[src/rtl/pbch_dmrs_mapper_if.sv]
// AXI-stream bundle for the PBCH DMRS mapper sample output.
// Carries im/re packed in tdata, the PBCH symbol index in tuser, and tlast on the final subcarrier.
interface pbch_dmrs_mapper_if #(
   parameter int OUT_DW = 32
);
   logic [OUT_DW-1:0] tdata;
   logic              tvalid;
   logic              tready;
   logic              tlast;
   logic [1:0]        tuser;

   modport master (output tdata, output tvalid, output tlast, output tuser, input tready);
   modport slave  (input tdata, input tvalid, input tlast, input tuser, output tready);
endinterface

[src/rtl/pbch_dmrs_mapper.sv]
// PBCH DMRS generator/mapper: Gold sequence -> 144x2 buffer -> QPSK samples over the SSB region of symbols 1..3.
// Optional debug tap of each buffered pair is enabled by defining PBCH_DMRS_MAPPER_DEBUG_EN.
//
// state   | meaning
// IDLE    | no valid configuration yet
// INIT    | load x1 = 1 and x2 = c_init
// WARMUP  | 1600 discarded shifts (Nc)
// FILL    | 288 shifts packed into 144 bit-pairs
// READY   | buffer valid, waiting for start_i
// STREAM  | 720 subcarrier beats (3 symbols x 240)
module pbch_dmrs_mapper #(
   parameter int OUT_DW      = 32,
   parameter int AMPL        = 11585,
   parameter int MAX_CELL_ID = 1007,
   localparam int NID_W      = $clog2(MAX_CELL_ID)
) (
   input  logic              clk_i,
   input  logic              reset_i,
   input  logic [NID_W-1:0]  N_id_i,
   input  logic [2:0]        ibar_SSB_i,
   input  logic              config_valid_i,
   input  logic              start_i,
   output logic              ready_o,
   output logic              busy_o,
   pbch_dmrs_mapper_if.master m_axis_out
`ifdef PBCH_DMRS_MAPPER_DEBUG_EN
   ,
   output logic [1:0]        debug_dmrs_o,
   output logic              debug_dmrs_valid_o
`endif
);

   localparam int HALF = OUT_DW / 2;
   localparam logic signed [HALF-1:0] A_POS = HALF'(AMPL);
   localparam logic signed [HALF-1:0] A_NEG = -A_POS;

   typedef enum logic [2:0] {
      S_IDLE, S_INIT, S_WARMUP, S_FILL, S_READY, S_STREAM
   } state_t;

   state_t            state_q, state_d;
   logic [NID_W-1:0]  nid_q, nid_d, pend_nid_q, pend_nid_d;
   logic [2:0]        ibar_q, ibar_d, pend_ibar_q, pend_ibar_d;
   logic              pend_q, pend_d;
   logic              buf_valid_q, buf_valid_d;
   logic [30:0]       x1_q, x1_d, x2_q, x2_d;
   logic [10:0]       warm_q, warm_d;
   logic [8:0]        fill_q, fill_d;
   logic              even_q, even_d;
   logic [1:0]        sym_q, sym_d;
   logic [7:0]        k_q, k_d, m_q, m_d;
   logic [1:0]        buf_q [0:143];

   logic              buf_we;
   logic [7:0]        buf_waddr;
   logic [1:0]        buf_wdata;
   logic              c_bit, x1_fb, x2_fb, hs, dmrs_pos;
   logic [30:0]       ib1, q1, c_init;
   logic [1:0]        pair;
   logic signed [HALF-1:0] re_s, im_s;

   assign ib1    = 31'(ibar_q) + 31'd1;
   assign q1     = 31'(nid_q >> 2) + 31'd1;
   assign c_init = ((ib1 * q1) << 11) + (ib1 << 6) + 31'(nid_q[1:0]);

   assign c_bit  = x1_q[0] ^ x2_q[0];
   assign x1_fb  = x1_q[0] ^ x1_q[3];
   assign x2_fb  = x2_q[0] ^ x2_q[1] ^ x2_q[2] ^ x2_q[3];

   // Symbol 2 carries PBCH only on the 48 subcarriers at each edge of the SSB.
   assign dmrs_pos = (k_q[1:0] == nid_q[1:0]) &&
                     ((sym_q != 2'd2) || (k_q < 8'd48) || (k_q >= 8'd192));
   assign hs       = (state_q == S_STREAM) && m_axis_out.tready;

   always_comb begin
      state_d     = state_q;
      nid_d       = nid_q;
      ibar_d      = ibar_q;
      pend_d      = pend_q;
      pend_nid_d  = pend_nid_q;
      pend_ibar_d = pend_ibar_q;
      buf_valid_d = buf_valid_q;
      x1_d        = x1_q;
      x2_d        = x2_q;
      warm_d      = warm_q;
      fill_d      = fill_q;
      even_d      = even_q;
      sym_d       = sym_q;
      k_d         = k_q;
      m_d         = m_q;
      buf_we      = 1'b0;
      buf_waddr   = fill_q[8:1];
      buf_wdata   = {even_q, c_bit};

      unique case (state_q)
         S_IDLE: begin
            if (config_valid_i) begin
               nid_d   = N_id_i;
               ibar_d  = ibar_SSB_i;
               state_d = S_INIT;
            end
         end
         S_INIT: begin
            x1_d        = 31'd1;
            x2_d        = c_init;
            warm_d      = 11'd1599;
            buf_valid_d = 1'b0;
            state_d     = S_WARMUP;
         end
         S_WARMUP: begin
            x1_d = {x1_fb, x1_q[30:1]};
            x2_d = {x2_fb, x2_q[30:1]};
            if (warm_q == 11'd0) begin
               fill_d  = '0;
               state_d = S_FILL;
            end else begin
               warm_d = warm_q - 11'd1;
            end
         end
         S_FILL: begin
            x1_d = {x1_fb, x1_q[30:1]};
            x2_d = {x2_fb, x2_q[30:1]};
            if (!fill_q[0]) even_d = c_bit;
            else            buf_we = 1'b1;
            if (fill_q == 9'd287) begin
               buf_valid_d = 1'b1;
               state_d     = S_READY;
            end else begin
               fill_d = fill_q + 9'd1;
            end
         end
         S_READY: begin
            if (config_valid_i) begin
               nid_d       = N_id_i;
               ibar_d      = ibar_SSB_i;
               buf_valid_d = 1'b0;
               state_d     = S_INIT;
            end else if (start_i) begin
               sym_d   = 2'd1;
               k_d     = '0;
               m_d     = '0;
               state_d = S_STREAM;
            end
         end
         S_STREAM: begin
            // A new config must not disturb nu or the buffer until the SSB is out.
            if (config_valid_i) begin
               pend_d      = 1'b1;
               pend_nid_d  = N_id_i;
               pend_ibar_d = ibar_SSB_i;
            end
            if (hs) begin
               if (dmrs_pos) m_d = m_q + 8'd1;
               if (k_q == 8'd239) begin
                  k_d = '0;
                  if (sym_q == 2'd3) begin
                     if (pend_d) begin
                        nid_d   = pend_nid_d;
                        ibar_d  = pend_ibar_d;
                        pend_d  = 1'b0;
                        state_d = S_INIT;
                     end else begin
                        state_d = S_READY;
                     end
                  end else begin
                     sym_d = sym_q + 2'd1;
                  end
               end else begin
                  k_d = k_q + 8'd1;
               end
            end
         end
         default: state_d = S_IDLE;
      endcase

      // Reconfiguring while generating restarts from INIT with the new values.
      if (config_valid_i && (state_q == S_INIT || state_q == S_WARMUP || state_q == S_FILL)) begin
         nid_d   = N_id_i;
         ibar_d  = ibar_SSB_i;
         state_d = S_INIT;
      end
   end

   always_ff @(posedge clk_i) begin
      if (reset_i) begin
         state_q     <= S_IDLE;
         nid_q       <= '0;
         ibar_q      <= '0;
         pend_q      <= 1'b0;
         pend_nid_q  <= '0;
         pend_ibar_q <= '0;
         buf_valid_q <= 1'b0;
         x1_q        <= '0;
         x2_q        <= '0;
         warm_q      <= '0;
         fill_q      <= '0;
         even_q      <= 1'b0;
         sym_q       <= '0;
         k_q         <= '0;
         m_q         <= '0;
      end else begin
         state_q     <= state_d;
         nid_q       <= nid_d;
         ibar_q      <= ibar_d;
         pend_q      <= pend_d;
         pend_nid_q  <= pend_nid_d;
         pend_ibar_q <= pend_ibar_d;
         buf_valid_q <= buf_valid_d;
         x1_q        <= x1_d;
         x2_q        <= x2_d;
         warm_q      <= warm_d;
         fill_q      <= fill_d;
         even_q      <= even_d;
         sym_q       <= sym_d;
         k_q         <= k_d;
         m_q         <= m_d;
      end
   end

   always_ff @(posedge clk_i) begin
      if (buf_we) buf_q[buf_waddr] <= buf_wdata;
   end

   assign pair = buf_q[m_q];
   assign re_s = pair[1] ? A_NEG : A_POS;
   assign im_s = pair[0] ? A_NEG : A_POS;

   assign ready_o  = (state_q == S_READY) && buf_valid_q;
   assign busy_o   = (state_q == S_INIT) || (state_q == S_WARMUP) ||
                     (state_q == S_FILL) || (state_q == S_STREAM);

   assign m_axis_out.tvalid = (state_q == S_STREAM);
   assign m_axis_out.tdata  = ((state_q == S_STREAM) && dmrs_pos) ? {im_s, re_s} : '0;
   assign m_axis_out.tuser  = (state_q == S_STREAM) ? sym_q : 2'd0;
   assign m_axis_out.tlast  = (state_q == S_STREAM) && (k_q == 8'd239);

`ifdef PBCH_DMRS_MAPPER_DEBUG_EN
   assign debug_dmrs_valid_o = (state_q == S_FILL) && fill_q[0];
   assign debug_dmrs_o       = {even_q, c_bit};
`endif

endmodule

[src/flat_wrapper.sv]
// flat-port wrapper written by rule: the top's interface ports become plain ports
module pbch_dmrs_mapper_flat 
#(
   parameter int OUT_DW      = 32,
   parameter int AMPL        = 11585,
   parameter int MAX_CELL_ID = 1007,
   localparam int NID_W      = $clog2(MAX_CELL_ID)
)
  (clk_i, reset_i, N_id_i, ibar_SSB_i, config_valid_i, start_i, ready_o, busy_o, m_axis_out_tdata, m_axis_out_tvalid, m_axis_out_tlast, m_axis_out_tuser, m_axis_out_tready);
  pbch_dmrs_mapper_if #(.OUT_DW(OUT_DW)) m_axis_out_i ();
  input  logic clk_i;
  input  logic reset_i;
  input  logic [NID_W-1:0] N_id_i;
  input  logic [2:0] ibar_SSB_i;
  input  logic config_valid_i;
  input  logic start_i;
  output logic ready_o;
  output logic busy_o;
  output wire logic [$bits(m_axis_out_i.tdata)-1:0] m_axis_out_tdata;
  output wire logic [$bits(m_axis_out_i.tvalid)-1:0] m_axis_out_tvalid;
  output wire logic [$bits(m_axis_out_i.tlast)-1:0] m_axis_out_tlast;
  output wire logic [$bits(m_axis_out_i.tuser)-1:0] m_axis_out_tuser;
  input wire logic [$bits(m_axis_out_i.tready)-1:0] m_axis_out_tready;
  assign m_axis_out_tdata = m_axis_out_i.tdata;
  assign m_axis_out_tvalid = m_axis_out_i.tvalid;
  assign m_axis_out_tlast = m_axis_out_i.tlast;
  assign m_axis_out_tuser = m_axis_out_i.tuser;
  assign m_axis_out_i.tready = m_axis_out_tready;
  pbch_dmrs_mapper #(.OUT_DW(OUT_DW), .AMPL(AMPL), .MAX_CELL_ID(MAX_CELL_ID)) u_core (.clk_i(clk_i), .reset_i(reset_i), .N_id_i(N_id_i), .ibar_SSB_i(ibar_SSB_i), .config_valid_i(config_valid_i), .start_i(start_i), .ready_o(ready_o), .busy_o(busy_o), .m_axis_out(m_axis_out_i));
endmodule
[config.mk]
export PLATFORM = sky130hd
export DESIGN_NAME = pbch_dmrs_mapper_flat
export DESIGN_NICKNAME = d
export VERILOG_FILES = /design/src/rtl/pbch_dmrs_mapper_if.sv /design/src/rtl/pbch_dmrs_mapper.sv /design/src/flat_wrapper.sv
export SDC_FILE = /design/constraint.sdc
export NUM_CORES = 1
export LEC_CHECK = 0
export ABC_CLOCK_PERIOD_IN_PS = 6250
export BUFFER_PORTS_ARGS = -buffer_cell sky130_fd_sc_hd__buf_2
export CAP_MARGIN = 20
export CORE_MARGIN = 3
export CORE_UTILIZATION = 37
export DETAILED_ROUTE_END_ITERATION = 16
export SETUP_SLACK_MARGIN = 0.1
export SLEW_MARGIN = 25
export SYNTH_ARGS = -nofsm -noshare
export SYNTH_HDL_FRONTEND = slang
export SYNTH_SLANG_ARGS = --single-unit
[constraint.sdc]
create_clock -name clk_i -period 6.25 [get_ports clk_i]
set_input_delay 0.9375 -clock clk_i [delete_from_list [all_inputs] [get_ports clk_i]]
set_output_delay 0.9375 -clock clk_i [all_outputs]
set_load 0.02 [all_outputs]
== Yosys cells after proc, flatten, opt, wreduce, memory -nomap -nowiden ==
Memory sizes are Yosys's and may differ from the RTL's. A register that Yosys moved wholly into a read port is not among the register bits.
Index checks and enable logic that the tools add are counted.

* Add/subtract/negate cells: 9
* $mul: 1
* $lt $le $gt $ge: 2
* Equality and inequality tests: 33
* Mux-type cells: 66
* Bitwise operators: 6
* Reduce and logical (&&, ||, !) cells: 32

{| class="wikitable"
|+ Operators with widths
! cell !! count
|-
| $pmux W31 S2 || 2
|-
| $mux W10 || 7
|-
| $mux W8 || 8
|-
| $mux W3 || 16
|-
| $mux W16 || 2
|-
| $mux W32 || 1
|-
| $pmux W8 S2 || 2
|-
| $add A31 B2 Y31 || 1
|-
| $add A31 B31 Y31 || 1
|-
| $mul A31 B31 Y20 || 1
|-
| $pmux W11 S2 || 1
|-
| $pmux W10 S2 || 1
|-
| $mux W9 || 2
|-
| $ne A3 B1 Y1 const B || 6
|-
| $pmux W3 S6 || 1
|-
| $pmux W9 S2 || 1
|-
| $add A8 B1 Y8 const B || 2
|-
| $ne A2 B2 Y1 const B || 8
|-
| $reduce_and A7 Y1 || 2
|-
| $mux W1 || 12
|-
| $mux W2 || 6
|-
| $ne A2 B1 Y1 const B || 6
|-
| $reduce_and A6 Y1 || 2
|-
| $logic_not A11 Y1 || 1
|-
| 33 further kinds || 57
|}

* Flip-flop bits (word level): 132
* Memory bits (writable): 288
* Bits of input ports: 18
* Output and inout port bits: 38
* Logic and storage cells: 166
* Memories kept: 1

{| class="wikitable"
|+ Memory list
! name !! depth !! width !! rd ports !! clocked after memory_dff !! write ports !! line !! RTL
|-
| u_core.buf_q || 144 || 2 || 1 || 1 || 1 || pbch_dmrs_mapper.sv:52 || <nowiki>logic [1:0] buf_q [0:143];</nowiki>
|}

== Longest topological paths before layout ==
Gate-level depths: netlist (run 1).

* Word-level depth: 9
* Gate-level depth with buffers: 15
* Mapped depth without buffers: 15

== Worst setup path after synthesis (run 1) ==
Ideal clock, no wire load.

* Kind: reg-to-reg
* From: register u_core.x2_q[0]
* To: memory u_core.buf_q[0][0] (data pin)
* Library setup time: 0.955 ns
* Arrival time: 4.135 ns
* Data required time: 5.295 ns
* Path slack: 1.160 ns
* Cell stages (with the launch flop): 2
* Path buffers: 0
* Clock period less this slack: 5.090 ns
* Cell sequence: dfxtp_1 xor2_1

* Word-level cells in the longest chain between the ends: 1

{| class="wikitable"
|+ Ends and longest elaborated chain
! what !! line !! RTL
|-
| start, declared || pbch_dmrs_mapper.sv:46 || <nowiki>logic [30:0] x1_q, x1_d, x2_q, x2_d;</nowiki>
|-
| start signal, assigned || pbch_dmrs_mapper.sv:194 || <nowiki>x2_q <= '0;</nowiki>
|-
| start signal, assigned || pbch_dmrs_mapper.sv:210 || <nowiki>x2_q <= x2_d;</nowiki>
|-
| $xor A1 B1 Y1 || pbch_dmrs_mapper.sv:66 || <nowiki>assign c_bit = x1_q[0] ^ x2_q[0];</nowiki>
|-
| net u_core.c_bit || pbch_dmrs_mapper.sv:57 || <nowiki>logic c_bit, x1_fb, x2_fb, hs, dmrs_pos;</nowiki>
|-
| end, declared || pbch_dmrs_mapper.sv:52 ||
|}

The timed path passes the listed nets, and every way through them passes these cells.

==> results_tabular.tex, run 1 <==
\begin{tabular}{lr}
\hline
Metric & Value \\
\hline
\multicolumn{2}{l}{\textbf{Finish}} \\
Multi-input logic area & 0.00687 sq mm \\
Antenna diode count & 0 \\
Relative area change from synthesis to final layout & 12.5\% \\
Total of fill cells in the finished design & 4699 \\
Final net count & 1618 \\
Area used by sequential logic in the layout & 0.0115 sq mm \\
End-of-flow core utilization & 42.4\% \\
Layout cell share with drive strength beyond 1 & 16.3\% \\
\multicolumn{2}{l}{\textbf{Synthesis}} \\
Fraction of synthesized cell area taken by the top area cell type & 45.5\% \\
Simple logic cell fraction of the synthesized area & 13.4\% \\
Mean post-synth cell area & 12.2 sq um \\
Top flip-flop cell by instance count after synthesis & sky130\_fd\_sc\_hd\_\_edfxtp\_1 \\
Library cells used by synthesis & 69 \\
Yosys top cell by area & sky130\_fd\_sc\_hd\_\_edfxtp\_1 \\
Adder and majority gate portion of the synthesized area & 3.12\% \\
Post-synthesis compound-gate area fraction & 8.08\% \\
Total number of yosys warnings & 0 \\
Dominant combinational cell family by area after synthesis & simple AND/OR/NAND/NOR gates \\
Async SR Flop Fraction & 0\% \\
Post-synthesis sequential area ratio & 60.2\% \\
Top-count cell post-synth & sky130\_fd\_sc\_hd\_\_nor2\_1 \\
Most area-consuming cells after synthesis & sky130\_fd\_sc\_hd\_\_edfxtp\_1, sky130\_fd\_sc\_hd\_\_dfxtp\_1, sky130\_fd\_sc\_hd\_\_mux4\_2 \\
Syn nets & 1613 \\
Post-Synthesis Cell Area & 0.0190 sq mm \\
Synth Area in XOR/XNOR & 1.52\% \\
Number of register bits inferred by synthesis & 428 \\
Mapped Cells & 1556 \\
Multiplexer fraction of the synthesized cell area & 9.76\% \\
Most frequent cells after synthesis & sky130\_fd\_sc\_hd\_\_nor2\_1, sky130\_fd\_sc\_hd\_\_edfxtp\_1, sky130\_fd\_sc\_hd\_\_dfxtp\_1 \\
Number of enable flip-flop cells after synthesis & 288 \\
\multicolumn{2}{l}{\textbf{Critical path}} \\
Bufs and invs on worst path & 3 \\
Delay-heaviest family, CP & flip-flops \\
CP Capture Type & output port \\
Delay of the slowest cell on the worst path & 0.78 ns \\
Data arrival time at the worst-slack endpoint & 3.87 ns \\
CP required & 5.31 ns \\
Worst setup path class & flip-flop to output port \\
Beginning of the worst register-to-register path & u\_core.ibar\_q[0] \\
List of cells traversed by the critical path & buf\_12 > buf\_4 > mux4\_2 > a22oi\_1 > nand3\_1 > nand3\_1 > nand4\_1 > a22oi\_1 > and2\_1 > buf\_2 \\
Max FO, Critical Path & 31 \\
Critical path launch point type & flip-flop \\
Levels on crit path & 10 \\
Depth of the worst register-to-register path & 14 \\
Crit-path slowest cell & sky130\_fd\_sc\_hd\_\_dfxtp\_4 \\
\multicolumn{2}{l}{\textbf{CTS}} \\
Post-CTS setup buffer count & 0 \\
Total CTS buffers & 45 \\
CTS tree & yes \\
Hold Buf Count CTS & 0 \\
CTS resizes & 0 \\
\# clock sinks & 428 \\
Clock H-tree levels & 2 \\
Buffer depth of the longest clock path & 3 \\
Root Buffer & sky130\_fd\_sc\_hd\_\_clkbuf\_16 \\
Clock Latency Late Sink & 0.58 ns \\
Worst-path clk slew & 0.06 ns \\
\multicolumn{2}{l}{\textbf{Global routing}} \\
Global routing usage summed across all routing layers & 16.0\% \\
Global-route wire length before repair & 68.0 mm \\
GR Layer Usage met3 & 3.34\% \\
Layer carrying the most global-route usage & met2 \\
Remaining global-route overflow & 0 \\
Initial antenna violation count & 0 \\
Via count of the first global-routing pass & 12048 \\
Met1 Use GR & 22.6\% \\
Maximum number of pins on one net before global-route repair & 106 \\
Met2 capacity usage during global routing & 25.3\% \\
\multicolumn{2}{l}{\textbf{Worst hold path}} \\
Number of stages on the worst hold path & 2 \\
Beginning of the worst hold path & u\_core.pend\_nid\_q[7] \\
Worst Hold Class & flip-flop to flip-flop \\
\multicolumn{2}{l}{\textbf{Routing}} \\
Number of nets with antenna violations after detailed routing & 0 \\
Final routed wirelength across all metal layers & 43.1 mm \\
Count of vias placed by the detailed router & 12313 \\
Avg Vias per Cell & 5.43 \\
Detailed-route DRC error count & 0 \\
Iter 0 DRT Violations & 1031 \\
Number of optimization iterations in the first detailed-route pass & 5 \\
Wire length per cell & 19.0 um \\
\multicolumn{2}{l}{\textbf{STA}} \\
Worst Skew & 0.0209 ns \\
Total negative slack for setup checks & 0 ns \\
Unrepaired setup endpoints after global routing & no \\
Maximum clock rate & 0.208 GHz \\
Final period util & 76.9\% \\
Worst rel slew slack & 36.6\% \\
Setup ws final & 1.45 ns \\
Tmin final & 4.80 ns \\
Actual slew at the worst max-slew pin & 0.948 ns \\
Endpoints failing setup & 0 \\
Final hold vios & 0 \\
Final-report max-slew violation count & 0 \\
\multicolumn{2}{l}{\textbf{Die}} \\
Die span in y & 233 um \\
Starting density of the core & 37.7\% \\
Io pins & 56 \\
Core region area & 0.0505 sq mm \\
Die extent in x & 233 um \\
Die ar. & 0.0542 sq mm \\
Cell Rows & 82 \\
\multicolumn{2}{l}{\textbf{Place}} \\
Minimum setup slack after placement & 1.65 ns \\
IO Port Bufs & 55 \\
DPL Wire Length & 26.9 mm \\
Gp weighted congestion & 0.822 \\
\multicolumn{2}{l}{\textbf{Power}} \\
Part of the total power dissipated in the clock network & 45.9\% \\
Sw Ratio & 21.4\% \\
Total power density per cell area & 291 mW/mm\^{}2 \\
Maximum ir drop on the vdd rail & 0.172 mV \\
Part of the power in registers & 49.8\% \\
Internal power & 0.00489 W \\
Combinational power share & 4.3\% \\
P\_leak & 7.16 nW \\
Switching power total & 0.00133 W \\
\multicolumn{2}{l}{\textbf{Run status}} \\
Outcome & complete, no violations \\
\multicolumn{2}{l}{\textbf{Run}} \\
Max-cap violations & 0 \\
\hline
\end{tabular}
==> power groups by stage <==
stage | combinational (W) | clock, W | sequential (W)
global placement | 0.000261 | 0 | 0.00316
finish | 0.000266 | 0.00286 | 0.00310
global route | 0.000302 | 0.00303 | 0.00310
detailed placement | 0.000265 | 0 | 0.00316
CTS | 0.000266 | 0.00292 | 0.00310
floorplan | 0.000186 | 0 | 0.00317
==> layer usage <==
metal / share of wire [%] / vias to the layer above
li1: - / 5701
met1: 44 / 6180
met2: 47 / 369
met3: 7.3 / 63
met4: 2.0 / 0
met5: 0 / -
==> placed cells by master, fill, tap and decap left out, types with 13 or more instances in the layout <==
master | Yosys | final
sky130_fd_sc_hd__dfxtp_1 | 140 | 137
sky130_fd_sc_hd__nor3_1 | 31 | 31
sky130_fd_sc_hd__a22oi_1 | 48 | 48
sky130_fd_sc_hd__buf_4 | 30 | 16
sky130_fd_sc_hd__a211oi_1 | 13 | 13
sky130_fd_sc_hd__clkbuf_16 | 0 | 51
sky130_fd_sc_hd__nand2_1 | 122 | 122
sky130_fd_sc_hd__xor2_1 | 22 | 21
sky130_fd_sc_hd__fa_1 | 14 | 14
sky130_fd_sc_hd__a311oi_1 | 16 | 16
sky130_fd_sc_hd__nand3_1 | 35 | 35
sky130_fd_sc_hd__a21oi_1 | 49 | 49
sky130_fd_sc_hd__ha_1 | 25 | 25
sky130_fd_sc_hd__nor2_1 | 310 | 309
sky130_fd_sc_hd__edfxtp_1 | 288 | 288
sky130_fd_sc_hd__buf_2 | 11 | 54
sky130_fd_sc_hd__inv_1 | 41 | 41
sky130_fd_sc_hd__mux4_2 | 73 | 73
sky130_fd_sc_hd__o21ai_0 | 30 | 30
==> metrics by stage <==
stage	hold slack, ns	power [W]	cells	cell area, sq um
2_1_floorplan	0.431	0.00335	1556	19000
3_3_place_gp	0.440	0.00342	2184	19700
5_1_grt	0.472	0.00643	2269	21400
6_report	0.453	0.00622	2269	21400
3_5_place_dp	0.446	0.00343	2184	19700
4_1_cts	0.456	0.00628	2267	21400
==> worst paths after layout <==
kind	slack [ns]	end
max	1.45	m_axis_out_tdata[27]
min	0.45	u_core.pend_nid_q[7]
max reg2reg	1.66	u_core.x2_q[22]
min reg2reg	0.45	u_core.pend_nid_q[7]
==> tightest hold or removal path: cells and delay by family, from the launching register on <==
family,cells,cell delay (ns)
flops,1,0.31
simple gates,1,0.05
compound gates,1,0.05
==> cell type report <==
class | count | share of cell area, %
Sequential cell | 428 | 53.6
Clock inverter | 26 | 1.35
Multi-Input combinational cell | 971 | 32.1
Tap cell | 672 | 3.93
Timing Repair Buffer | 73 | 2.04
Clock buffer | 57 | 6.26
Inverter | 42 | 0.737
==> logic make-up after synthesis <==
| logic type | after synthesis |
|---|---|
| flops | 428 |
| xor+xnor | 33 |
| fa+ha+maj | 39 |
| mux | 93 |
| buf+inv | 157 |
| compound gates | 223 |
| simple gates | 583 |
==> registers in the layout, indices dropped and copies added, names as in the netlist, 3 cells and up, named ones only <==
register,count
u_core.x2_q,31
u_core.buf_q,288
u_core.pend_ibar_q,3
u_core.fill_q,9
u_core.nid_q,10
u_core.pend_nid_q,10
u_core.k_q,8
u_core.warm_q,11
u_core.x1_q,31
u_core.m_q,8
u_core.state_q,3
u_core.ibar_q,3
Power figures use the tool's default switching activity.
==> run 2: changes to the inputs <==
--- a/config.mk
+++ b/config.mk
@@ -5,7 +5,7 @@
 export SDC_FILE = /design/constraint.sdc
 export NUM_CORES = 1
 export LEC_CHECK = 0
-export ABC_CLOCK_PERIOD_IN_PS = 6250
+export ABC_CLOCK_PERIOD_IN_PS = 4400
 export BUFFER_PORTS_ARGS = -buffer_cell sky130_fd_sc_hd__buf_2
 export CAP_MARGIN = 20
 export CORE_MARGIN = 3
==> constraint.sdc (replaced) <==
create_clock -name clk_i -period 4.4 [get_ports clk_i]
set_input_delay 0.66 -clock clk_i [delete_from_list [all_inputs] [get_ports clk_i]]
set_output_delay 0.66 -clock clk_i [all_outputs]
set_load 0.02 [all_outputs]
==> run 2 against run 1 <==
Net effect: die area unchanged; setup slack got worse by 1.1 ns; utilization about the same; clock-buffer cell count grew 7; sequential cell count unchanged; critical path depth is 4 higher; combinational power up 45%; critical path type is now flip-flop to flip-flop; first-iteration DRC count shrank 5.2%; clock power rose by 27%.
==> results_tabular.tex, run 2 (synthesis gave the netlist of run 1 again) <==
\begin{tabular}{lr}
\hline
Metric & Value \\
\hline
\multicolumn{2}{l}{\textbf{Run status}} \\
Outcome & complete, no violations \\
\multicolumn{2}{l}{\textbf{STA}} \\
Total negative slack for setup checks & 0 ns \\
Final-report max-slew violation count & 0 \\
Worst rel slew slack & 36.4\% \\
Actual slew at the worst max-slew pin & 0.951 ns \\
Worst slack on hold paths & 0.341 ns \\
Tmin final & 4.09 ns \\
Unrepaired setup endpoints after global routing & yes \\
Final hold vios & 0 \\
Worst Skew & 0.0165 ns \\
Final period util & 93.0\% \\
Endpoints failing setup & 0 \\
Maximum clock rate & 0.245 GHz \\
\multicolumn{2}{l}{\textbf{Finish}} \\
End-of-flow core utilization & 42.4\% \\
Most frequent cells in the layout & sky130\_fd\_sc\_hd\_\_nor2\_1, sky130\_fd\_sc\_hd\_\_edfxtp\_1, sky130\_fd\_sc\_hd\_\_dfxtp\_1 \\
Layout cell share with drive strength beyond 1 & 16.6\% \\
Number of standard cells in the final layout excluding fillers & 2291 \\
Largest register FFs & 288 \\
Antenna diode count & 0 \\
Relative area change from synthesis to final layout & 12.5\% \\
Most frequent standard cell in the layout excluding fill and tap cells & sky130\_fd\_sc\_hd\_\_nor2\_1 \\
Largest Register & u\_core.buf\_q \\
Final net count & 1640 \\
Largest registers in the final layout & u\_core.buf\_q: 288 flops, u\_core.x1\_q: 31 flops, u\_core.x2\_q: 31 flops \\
\multicolumn{2}{l}{\textbf{CTS}} \\
Worst-path clk slew & 0.06 ns \\
\# clock sinks & 428 \\
CTS tree & yes \\
Total CTS buffers & 45 \\
Hold Buf Count CTS & 0 \\
Buffer depth of the longest clock path & 3 \\
Root Buffer & sky130\_fd\_sc\_hd\_\_clkbuf\_16 \\
Clock Latency Late Sink & 0.58 ns \\
Clock H-tree levels & 2 \\
\multicolumn{2}{l}{\textbf{Routing}} \\
Avg Vias per Cell & 5.31 \\
Total met2 wirelength after detailed routing & 20.2 mm \\
Final routed wirelength across all metal layers & 43.1 mm \\
Wire length per cell & 18.8 um \\
Number of optimization iterations in the first detailed-route pass & 7 \\
Count of vias placed by the detailed router & 12169 \\
Iter 0 DRT Violations & 977 \\
Max layer used & met4 \\
Length of routed wiring on met1 & 19.0 mm \\
Detailed-route DRC error count & 0 \\
Number of nets with antenna violations after detailed routing & 0 \\
Total met3 wirelength after detailed routing & 2.82 mm \\
\multicolumn{2}{l}{\textbf{Die}} \\
Io pins & 56 \\
Core region area & 0.0505 sq mm \\
Die ar. & 0.0542 sq mm \\
Starting density of the core & 37.7\% \\
Die extent in x & 233 um \\
Cell Rows & 82 \\
Die span in y & 233 um \\
\multicolumn{2}{l}{\textbf{Global routing}} \\
Global-route wire length before repair & 68.4 mm \\
Remaining global-route overflow & 0 \\
Maximum number of pins on one net before global-route repair & 111 \\
Global routing usage summed across all routing layers & 16.0\% \\
Initial antenna violation count & 0 \\
Via count of the first global-routing pass & 12236 \\
\multicolumn{2}{l}{\textbf{Critical path}} \\
Timing startpoint of the critical path & u\_core.nid\_q[2] \\
Worst setup path class & flip-flop to flip-flop \\
CP required & 4.85 ns \\
CP Capture Type & flip-flop \\
Critical path launch point type & flip-flop \\
Max FO, Critical Path & 8 \\
Beginning of the worst register-to-register path & u\_core.nid\_q[2] \\
Data arrival time at the worst-slack endpoint & 4.54 ns \\
\multicolumn{2}{l}{\textbf{Power}} \\
Part of the power in registers & 52.3\% \\
Maximum ir drop on the vdd rail & 0.312 mV \\
Combinational power share & 4.6\% \\
Internal power & 0.00656 W \\
Sw Ratio & 22.0\% \\
Total power density per cell area & 393 mW/mm\^{}2 \\
Switching power total & 0.00185 W \\
Sum of internal, switching and leakage power & 0.00840 W \\
P\_leak & 7.19 nW \\
Part of the total power dissipated in the clock network & 43.1\% \\
\multicolumn{2}{l}{\textbf{Place}} \\
Number of cells in the design after placement & 2201 \\
Gp weighted congestion & 0.829 \\
DPL Wire Length & 27.7 mm \\
IO Port Bufs & 55 \\
\multicolumn{2}{l}{\textbf{Worst hold path}} \\
Worst Hold Class & primary input to flip-flop \\
Beginning of the worst hold path & N\_id\_i[0] \\
\multicolumn{2}{l}{\textbf{Run}} \\
Max-cap violations & 0 \\
\hline
\end{tabular}
run 2: worst paths after layout:
path | end | slack [ns] | cells past startpoint
worst min-delay path | u_core.pend_nid_q[0] | 0.34 | 3
worst max register to register | u_core.x2_q[22] | 0.31 | 14
worst max-delay path | u_core.x2_q[22] | 0.31 | 14
worst min register to register | u_core.pend_nid_q[7] | 0.46 | 2
run 2: power groups by stage:
stage / Sequential, W / Clock [W] / Combinational [W]
global placement: 0.00449 / 0 / 0.000380
global route: 0.00440 / 0.00386 / 0.000439
floorplan: 0.00449 / 0 / 0.000265
detailed placement: 0.00449 / 0 / 0.000385
finish: 0.00440 / 0.00362 / 0.000386
CTS: 0.00440 / 0.00371 / 0.000386
run 2: worst max-delay path, stage by stage, from the launching register on:
cell	delay [ns]
sky130_fd_sc_hd__dfxtp_1	0.47
sky130_fd_sc_hd__ha_1	0.23
sky130_fd_sc_hd__xnor2_1	0.12
sky130_fd_sc_hd__nand2b_1	0.18
sky130_fd_sc_hd__fa_1	0.48
sky130_fd_sc_hd__inv_1	0.05
sky130_fd_sc_hd__fa_1	0.51
sky130_fd_sc_hd__ha_1	0.31
sky130_fd_sc_hd__a21o_1	0.18
sky130_fd_sc_hd__a21oi_1	0.22
sky130_fd_sc_hd__nor2b_1	0.10
sky130_fd_sc_hd__o31a_1	0.29
sky130_fd_sc_hd__o41ai_2	0.33
sky130_fd_sc_hd__mux2i_1	0.13
sky130_fd_sc_hd__a2111oi_1	0.37
run 2: repair_timing:
item | 4_1_cts | 5_1_grt
setup buffers | 0 | 6
setup endpoints to repair | 1 | 22
gates resized for setup | 1 | 2
run 2: metrics by stage:
stage	cell area, sq um	worst slack, ns
after floorplan	19000	0.406
after global placement	19900	0.281
after detailed placement	19900	0.0747
after CTS	21300	0.198
final	21400	0.310
after global routing	21400	0.119
run 2: final cells by class:
cell class              instances  area (sq um)
fillers                      4714         29100
flip-flops and latches        428         11500
multi-input cells             971          6880
clock buffers                  64          1260
well taps                     672           841
repair buffers                 95           648
inverters                      42           158
clock inverters                19           151
run 2: metal layers:
layer	track usage, %	up-vias
li1	-	5736
met1	21.9	6017
met2	25.5	350
met3	3.33	66
met4	5.27	0
met5	0	-
==> run 3: changes to the inputs <==
--- a/config.mk
+++ b/config.mk
@@ -9,7 +9,7 @@
 export BUFFER_PORTS_ARGS = -buffer_cell sky130_fd_sc_hd__buf_2
 export CAP_MARGIN = 20
 export CORE_MARGIN = 3
-export CORE_UTILIZATION = 37
+export CORE_UTILIZATION = 45
 export DETAILED_ROUTE_END_ITERATION = 16
 export SETUP_SLACK_MARGIN = 0.1
 export SLEW_MARGIN = 25
==> run 3 against run 2 <==
Net effect: via count rose by 0.65%; sequential cell count is the same; sequential power is essentially flat; first-iteration DRC count is 4.1% higher; hold slack worse by 0.0028 ns; maximum frequency is 0.89% lower; clock skew rose by 0.0074 ns; utilization grew 9.2 points; register-to-register slack about the same; sequential share of layout area grew 0.22 points.
==> results_tabular.tex, run 3 (synthesis gave the netlist of run 1 again) <==
\begin{tabular}{lr}
\hline
Metric & Value \\
\hline
\multicolumn{2}{l}{\textbf{Global routing}} \\
Remaining global-route overflow & 0 \\
Via count of the first global-routing pass & 12085 \\
Maximum number of pins on one net before global-route repair & 112 \\
Global-route wire length before repair & 67.4 mm \\
Initial antenna violation count & 0 \\
Global routing usage summed across all routing layers & 19.3\% \\
\multicolumn{2}{l}{\textbf{Finish}} \\
Most frequent standard cell in the layout excluding fill and tap cells & sky130\_fd\_sc\_hd\_\_nor2\_1 \\
Largest register FFs & 288 \\
Largest registers in the final layout & u\_core.buf\_q: 288 flops, u\_core.x1\_q: 31 flops, u\_core.x2\_q: 31 flops \\
Relative area change from synthesis to final layout & 12.0\% \\
Largest Register & u\_core.buf\_q \\
End-of-flow core utilization & 51.6\% \\
Most frequent cells in the layout & sky130\_fd\_sc\_hd\_\_nor2\_1, sky130\_fd\_sc\_hd\_\_edfxtp\_1, sky130\_fd\_sc\_hd\_\_dfxtp\_1 \\
Final net count & 1640 \\
Layout cell share with drive strength beyond 1 & 17.2\% \\
Antenna diode count & 0 \\
\multicolumn{2}{l}{\textbf{Critical path}} \\
Bufs and invs on worst path & 3 \\
Worst setup path class & flip-flop to output port \\
Most frequent CP cell & sky130\_fd\_sc\_hd\_\_nand3\_1 \\
Delay-heaviest family, CP & simple AND/OR/NAND/NOR gates \\
CP required & 3.74 ns \\
Critical path launch point type & flip-flop \\
Data arrival time at the worst-slack endpoint & 3.47 ns \\
Crit-path slowest cell & sky130\_fd\_sc\_hd\_\_mux4\_2 \\
List of cells traversed by the critical path & buf\_12 > buf\_4 > mux4\_2 > a22oi\_1 > nand3\_1 > nand3\_1 > nand4\_1 > a22oi\_2 > nor2\_1 > buf\_2 \\
CP Capture Type & output port \\
Max FO, Critical Path & 16 \\
Delay of the slowest cell on the worst path & 0.52 ns \\
\multicolumn{2}{l}{\textbf{Power}} \\
Internal power & 0.00661 W \\
Switching power total & 0.00187 W \\
Sw Ratio & 22.0\% \\
Combinational power share & 4.5\% \\
Total power density per cell area & 398 mW/mm\^{}2 \\
Part of the total power dissipated in the clock network & 43.6\% \\
Maximum ir drop on the vdd rail & 0.331 mV \\
Part of the power in registers & 51.9\% \\
P\_leak & 7.22 nW \\
\multicolumn{2}{l}{\textbf{Routing}} \\
Wire length per cell & 20.0 um \\
Iter 0 DRT Violations & 1017 \\
Count of vias placed by the detailed router & 12248 \\
Number of nets with antenna violations after detailed routing & 0 \\
Avg Vias per Cell & 5.70 \\
Detailed-route DRC error count & 0 \\
Number of optimization iterations in the first detailed-route pass & 5 \\
Final routed wirelength across all metal layers & 43.0 mm \\
\multicolumn{2}{l}{\textbf{STA}} \\
Final period util & 93.8\% \\
Tmin final & 4.13 ns \\
Total negative slack for setup checks & 0 ns \\
Final hold vios & 0 \\
Final-report max-slew violation count & 0 \\
Worst rel slew slack & 34.1\% \\
Actual slew at the worst max-slew pin & 0.985 ns \\
Unrepaired setup endpoints after global routing & yes \\
Maximum clock rate & 0.242 GHz \\
Worst Skew & 0.0239 ns \\
Endpoints failing setup & 0 \\
Setup ws final & 0.273 ns \\
\multicolumn{2}{l}{\textbf{Run}} \\
Max-cap violations & 0 \\
\multicolumn{2}{l}{\textbf{Worst hold path}} \\
Worst Hold Class & primary input to flip-flop \\
\multicolumn{2}{l}{\textbf{Place}} \\
IO Port Bufs & 55 \\
Minimum setup slack after placement & 0.116 ns \\
DPL Wire Length & 27.5 mm \\
Gp weighted congestion & 0.830 \\
\multicolumn{2}{l}{\textbf{Run status}} \\
Outcome & complete, no violations \\
\multicolumn{2}{l}{\textbf{Die}} \\
Die ar. & 0.0448 sq mm \\
Core region area & 0.0413 sq mm \\
Cell Rows & 74 \\
Io pins & 56 \\
Starting density of the core & 46.1\% \\
Die span in y & 212 um \\
Die extent in x & 212 um \\
\multicolumn{2}{l}{\textbf{CTS}} \\
Clock H-tree levels & 2 \\
Worst-path clk slew & 0.06 ns \\
Buffer depth of the longest clock path & 3 \\
Total CTS buffers & 45 \\
Root Buffer & sky130\_fd\_sc\_hd\_\_clkbuf\_16 \\
\# clock sinks & 428 \\
Clock Latency Late Sink & 0.59 ns \\
CTS tree & yes \\
\hline
\end{tabular}
## run 3: cell count changes in the layout (fill, tap and decap cells not counted), sizes merged
cell and delta:
inv -1
## run 3: layout make-up
cell class                      count  area [sq um]
Clock buffer                       64          1300
Clock inverter                     18           141
Fill cell                        3630         20000
Inverter                           42           158
Multi-Input combinational cell    971          6910
Sequential cell                   428         11500
Tap cell                          532           666
Timing Repair Buffer               95           672
## run 3: what timing repair did
item,4_1_cts,5_1_grt
buffers inserted,0,7
hold endpoints to repair,0,0
hold buffers,0,0
pin swaps,0,1
setup endpoints to repair,25,33
gates resized for setup,3,9
## run 3: power groups by stage
stage,clock [W],sequential [W],combinational (W)
global placement,0,0.00449,0.000378
detailed placement,0,0.00449,0.000388
CTS,0.00378,0.00440,0.000389
global route,0.00393,0.00440,0.000438
finish,0.00370,0.00440,0.000385
floorplan,0,0.00449,0.000265
## run 3: per-stage QoR
step | hold slack (ns) | power, W | std cells | cell area (sq um)
finish | 0.339 | 0.00849 | 2150 | 21300
global route | 0.328 | 0.00877 | 2150 | 21300
CTS | 0.309 | 0.00857 | 2143 | 21200
detailed placement | 0.448 | 0.00487 | 2061 | 19700
global placement | 0.442 | 0.00487 | 2060 | 19700
floorplan | 0.431 | 0.00475 | 1556 | 19000
## run 3: path summary, 6_finish.rpt
path                               from                     to  slack, ns  cells after the start
setup / recovery              flip-flop   m_axis_out_tdata[19]       0.27                     10
hold / removal                N_id_i[1]   u_core.pend_nid_q[1]       0.34                      3
setup reg to reg        u_core.nid_q[2]        u_core.x2_q[22]       0.31                     14
hold reg to reg   u_core.pend_ibar_q[2]  u_core.pend_ibar_q[2]       0.46                      2
## run 3: tightest hold or removal path, delay by kind of cell
| family | cells | cell delay [ns] |
|---|---|---|
| compound gates | 1 | 0.05 |
| buf+inv | 1 | 0.10 |
| simple gates | 1 | 0.05 |
## run 3: layer usage
layer,global-route usage (%),routed length (um),share of wire (%),vias up
met1,28.2,19700,46,6055
met5,0,0,0,-
met3,3.33,2780,6.5,64
met4,5.96,1020,2.4,0
li1,-,-,-,5754
met2,29.8,19400,45,375
